`config.mk`:
```
export PLATFORM = sky130hd
export DESIGN_NAME = if_id_queue
export DESIGN_NICKNAME = d
export VERILOG_FILES = /design/src/rtl/if_id_queue.sv
export SDC_FILE = /design/constraint.sdc
export NUM_CORES = 1
export LEC_CHECK = 0
export BUFFER_PORTS_ARGS = -buffer_cell sky130_fd_sc_hd__buf_2
export CORE_MARGIN = 2
export CORE_UTILIZATION = 61
export DETAILED_ROUTE_END_ITERATION = 10
export GPL_TIMING_DRIVEN = 0
export PLACE_DENSITY = 0.95
export SYNTH_ARGS = -nofsm -noshare
export SYNTH_HDL_FRONTEND = slang
export SYNTH_SLANG_ARGS = --single-unit
```
`constraint.sdc`:
```
create_clock -name clk -period 5.3 [get_ports clk]
set_input_delay 1.06 -clock clk [delete_from_list [all_inputs] [get_ports clk]]
set_output_delay 1.06 -clock clk [all_outputs]
set_load 0.01 [all_outputs]
```
`src/rtl/if_id_queue.sv`:
```
`default_nettype none
// ============================================================================
// if_id_queue : in-order (pc, instruction) buffer between fetch and decode
// Revision    : 1.0
// ============================================================================
module if_id_queue #(
  parameter int                 ADDR_W      = 32,
  parameter int                 INST_W      = 32,
  parameter int                 DEPTH       = 4,
  parameter logic [INST_W-1:0]  BUBBLE_INST = '0
) (
  input  logic                       clk,
  input  logic                       rst,
  input  logic [ADDR_W-1:0]          pc_i,
  input  logic [INST_W-1:0]          inst_i,
  input  logic                       valid_i,
  output logic                       ready_o,
  input  logic                       stall_i,
  input  logic                       flush_i,
  output logic [ADDR_W-1:0]          pc_o,
  output logic [INST_W-1:0]          inst_o,
  output logic                       valid_o,
  output logic [$clog2(DEPTH+1)-1:0] count_o
);

  localparam int PTR_W = $clog2(DEPTH);
  localparam int CNT_W = $clog2(DEPTH+1);

  logic [ADDR_W-1:0] mem_pc   [DEPTH];
  logic [INST_W-1:0] mem_inst [DEPTH];

  logic [PTR_W-1:0] wp_q, wp_d;
  logic [PTR_W-1:0] rp_q, rp_d;
  logic [CNT_W-1:0] cnt_q, cnt_d;

  logic w_push;
  logic w_pop;

  // Status flags come from the count register only, never from inputs.
  assign ready_o = (cnt_q != CNT_W'(DEPTH));
  assign valid_o = (cnt_q != '0);
  assign count_o = cnt_q;

  assign w_push = valid_i && ready_o;
  assign w_pop  = valid_o && !stall_i;

  assign pc_o   = valid_o ? mem_pc[rp_q]   : '0;
  assign inst_o = valid_o ? mem_inst[rp_q] : BUBBLE_INST;

  always_comb begin
    wp_d  = wp_q;
    rp_d  = rp_q;
    cnt_d = cnt_q;
    if (flush_i) begin
      wp_d  = '0;
      rp_d  = '0;
      cnt_d = '0;
    end else begin
      if (w_push) wp_d = wp_q + 1'b1;
      if (w_pop)  rp_d = rp_q + 1'b1;
      case ({w_push, w_pop})
        2'b10:   cnt_d = cnt_q + CNT_W'(1);
        2'b01:   cnt_d = cnt_q - CNT_W'(1);
        default: cnt_d = cnt_q;
      endcase
    end
  end

  always_ff @(posedge clk) begin
    if (rst) begin
      wp_q  <= '0;
      rp_q  <= '0;
      cnt_q <= '0;
    end else begin
      wp_q  <= wp_d;
      rp_q  <= rp_d;
      cnt_q <= cnt_d;
    end
  end

  // Payload storage is intentionally unreset; the head view is masked by valid_o.
  always_ff @(posedge clk) begin
    if (w_push && !flush_i && !rst) begin
      mem_pc[wp_q]   <= pc_i;
      mem_inst[wp_q] <= inst_i;
    end
  end

endmodule
`default_nettype wire

```
==> metrics.md <==
| Metric | Value |
|---|---|
| Yosys reg bits | `265` |
| Total die area | `17700 um2` |
| Max-slew violations | `0` |
| Vias in the first global route | `5242` |
| Num ports | `138` |
| CP arrival | `2.42 ns` |
| Die Ht | `133 um` |
| Count of different cell masters after synthesis | `27` |
| Row cnt | `47` |
| Pwr dens | `356 nW/um2` |
| Fin. Hold Viols | `0` |
| Setup TNS | `0 ns` |
| GRT Resource Usage Total | `0.221` |
| Unrepaired setup endpoints after global routing | `no` |
| Reg2Reg Capture Point | `count_o[2]` |
| Met2 Track Usage GR | `0.400` |
| Outcome | `finished clean` |
| Fmax | `287 MHz` |
| Worst EP required | `4.24 ns` |
| Worst R2R Path Depth | `9` |
| Buffers on Ports | `137` |
| CTS root buf | `clkbuf_16` |
| Chip width | `133 um` |
| Setup violators final | `0` |
| Drt pass-1 iters | `5` |
| Detailed Route WL | `19200 um` |
| Pin count of the biggest net entering global routing | `37` |
| DRC viols | `0` |
| Total grt overflow | `0` |
| Worst slew pin tran | `0.731 ns` |
| CTS tree | `done` |
| 1st-iter DRT viols | `339` |
| Core Box Area | `16500 um2` |
| R2R setup slack | `2.88 ns` |
| CTS Hold Bufs | `0` |
| Post_cts resized | `0` |
| Htree depth | `1` |
| Min Clock Period, post-route | `3.48 ns` |
| Final Cycle Share | `0.657` |
| Seq/Total Area, Yosys | `0.774` |
| Startpoint types | `flip-flop` |
| Most used routing layer | `met2` |
| Routed len/inst | `22.1 um` |
| Setup WS post-layout | `1.82 ns` |
| Mapped Area | `10200 um2` |
| Cells after Synth | `460` |
| CP Max Fanout | `10` |
| Worst slack, placed | `2.29 ns` |
| First-pass GRT wire length | `29500 um` |
| Via Count | `4946` |
| Setup crit end kind | `primary output` |
| Leakage | `4.19 nW` |
| GP Congestion | `0.759` |
| Area delta synth->final | `18.6%` |
| Vias/cell | `5.70` |
| Clock Skew | `0.00784 ns` |
| CTS Buf Count | `26` |
| Layout cells sized above 1 | `0.400` |
| Clock Path Buffers | `3` |
| Mean post-synth cell area | `22.1 um2` |
| Fin nets | `704` |
| Clock sink count | `265` |
| Initial antenna violation count | `0` |
| Syn nets | `535` |
| GR Util met1 | `0.284` |
| Max cap viols | `0` |
| R2R Path Start | `count_o[2]` |
| Critical path class | `reg2out` |
| Worst skew pair latency | `0.51 ns` |
| Ant. Diodes | `0` |
| Hold Crit Start | `rp_q[1]` |
| Starting Density | `0.618` |
| Clock transition at path regs | `0.05 ns` |
| Max VDD drop | `297 uV` |
| Post-DRT Antenna Nets | `0` |
| HP Class | `reg2reg` |
| Hpwl dp | `12300 um` |
| Met3 usage in global routing | `0.0403` |
| Hold-critical path depth | `2` |
| Slew headroom | `0.513` |
| Post-CTS Setup Bufs | `0` |
| YS warnings | `0` |
## worst max path at each step
stage                          start             end  slack, ns  cells after the start
after floorplan              flush_i  mem_inst[0][0]       1.97                      2
after global placement       flush_i  mem_inst[0][3]       0.85                      3
after detailed placement  count_o[0]        pc_o[11]       2.29                      6
after CTS                 count_o[0]        pc_o[19]       1.75                      6
after global routing      count_o[0]        pc_o[12]       1.62                      6
final                     count_o[0]        pc_o[11]       1.82                      6
## worst max-delay path: stages (launching register included)
cell	delay, ns
dfxtp_1	0.42
nor3_2	0.11
inv_1	0.09
clkbuf_1	0.56
clkbuf_1	0.39
and2_1	0.21
buf_2	0.14
## where the power goes
part	leakage [nW]	switching, mW	internal (mW)
clock network	0.406	0.707	1.05
registers	2.39	0.00708	2.32
logic	1.39	0.115	0.0913
total	4.19	0.829	3.46
## cells by family after synthesis
logic type / Yosys count / share of synthesized area
flops: 265 / 0.774
fa+ha+maj: 6 / 0.00812
mux: 64 / 0.143
buf+inv: 29 / 0.0171
xor+xnor: 2 / 0.00172
simple gates: 84 / 0.0511
compound gates: 10 / 0.00566
## per-stage QoR
step                hold slack, ns  cells  instance area [um2]  power (mW)  utilization
finish                       0.514    868                12100        4.29        0.733
global route                 0.542    868                12100        4.42        0.733
CTS                          0.512    868                12100        4.32        0.733
detailed placement           0.515    821                11200        2.58        0.682
global placement             0.470    817                11100        2.56        0.676
floorplan                    0.459    460                10200        2.47            -
## cells in the mapped netlist (all sizes together)
library cell,instances,area [um2]
nor3,1,10.0
buf,13,113
nand4,2,12.5
and3,4,25.0
edfxtp,256,7690
or3b,1,8.76
clkbuf,9,35.0
o21ai,4,20.0
fa,1,20.0
nand2b,1,6.26
and2,65,409
ha,5,62.6
dfxtp,9,180
inv,7,26.3
mux4,64,1450
a21oi,5,25.0
or3,3,18.8
nand2,1,3.75
nor2,5,18.8
or2,1,6.26
xor2,2,17.5
o31ai,1,12.5
## layout by cell type (no fill, tap or decap), types with 2 or more instances in the layout
cell type    n
clkbuf_1    16
dfxtp_1      9
nand4_1      2
buf_2      143
buf_6        6
ha_1         5
and3_4       4
buf_12       4
mux4_2      61
o21ai_0      4
mux4_1       3
xor2_1       2
clkbuf_16   27
clkbuf_8     5
and2_1      64
inv_1        7
a21oi_1      5
clkinv_1     4
clkinv_2     2
or3_1        3
nor2_1       5
edfxtp_1   256
## flip-flops by register name, summed over array words and instances (netlist names), named ones only
name	cells
wp_q	2
mem_inst	128
mem_pc	128
count_o	3
rp_q	2
## layer usage
layer / share of wire / wire (um)
met1: 0.38 / 7330
met3: 0.056 / 1080
met2: 0.55 / 10600
met4: 0.0089 / 170
met5: 0 / 0
## final cells by class
cell class                 count  area, um2
multi-input combinational    166       2150
timing repair buffer         141        766
inverter                       7       26.3
sequential                   265       7870
fill                         946       4400
clock buffer                  40        774
buffer                        22        148
clock inverter                 7       55.1
tap                          220        275
No activity file was read; power rests on OpenSTA's default activity.
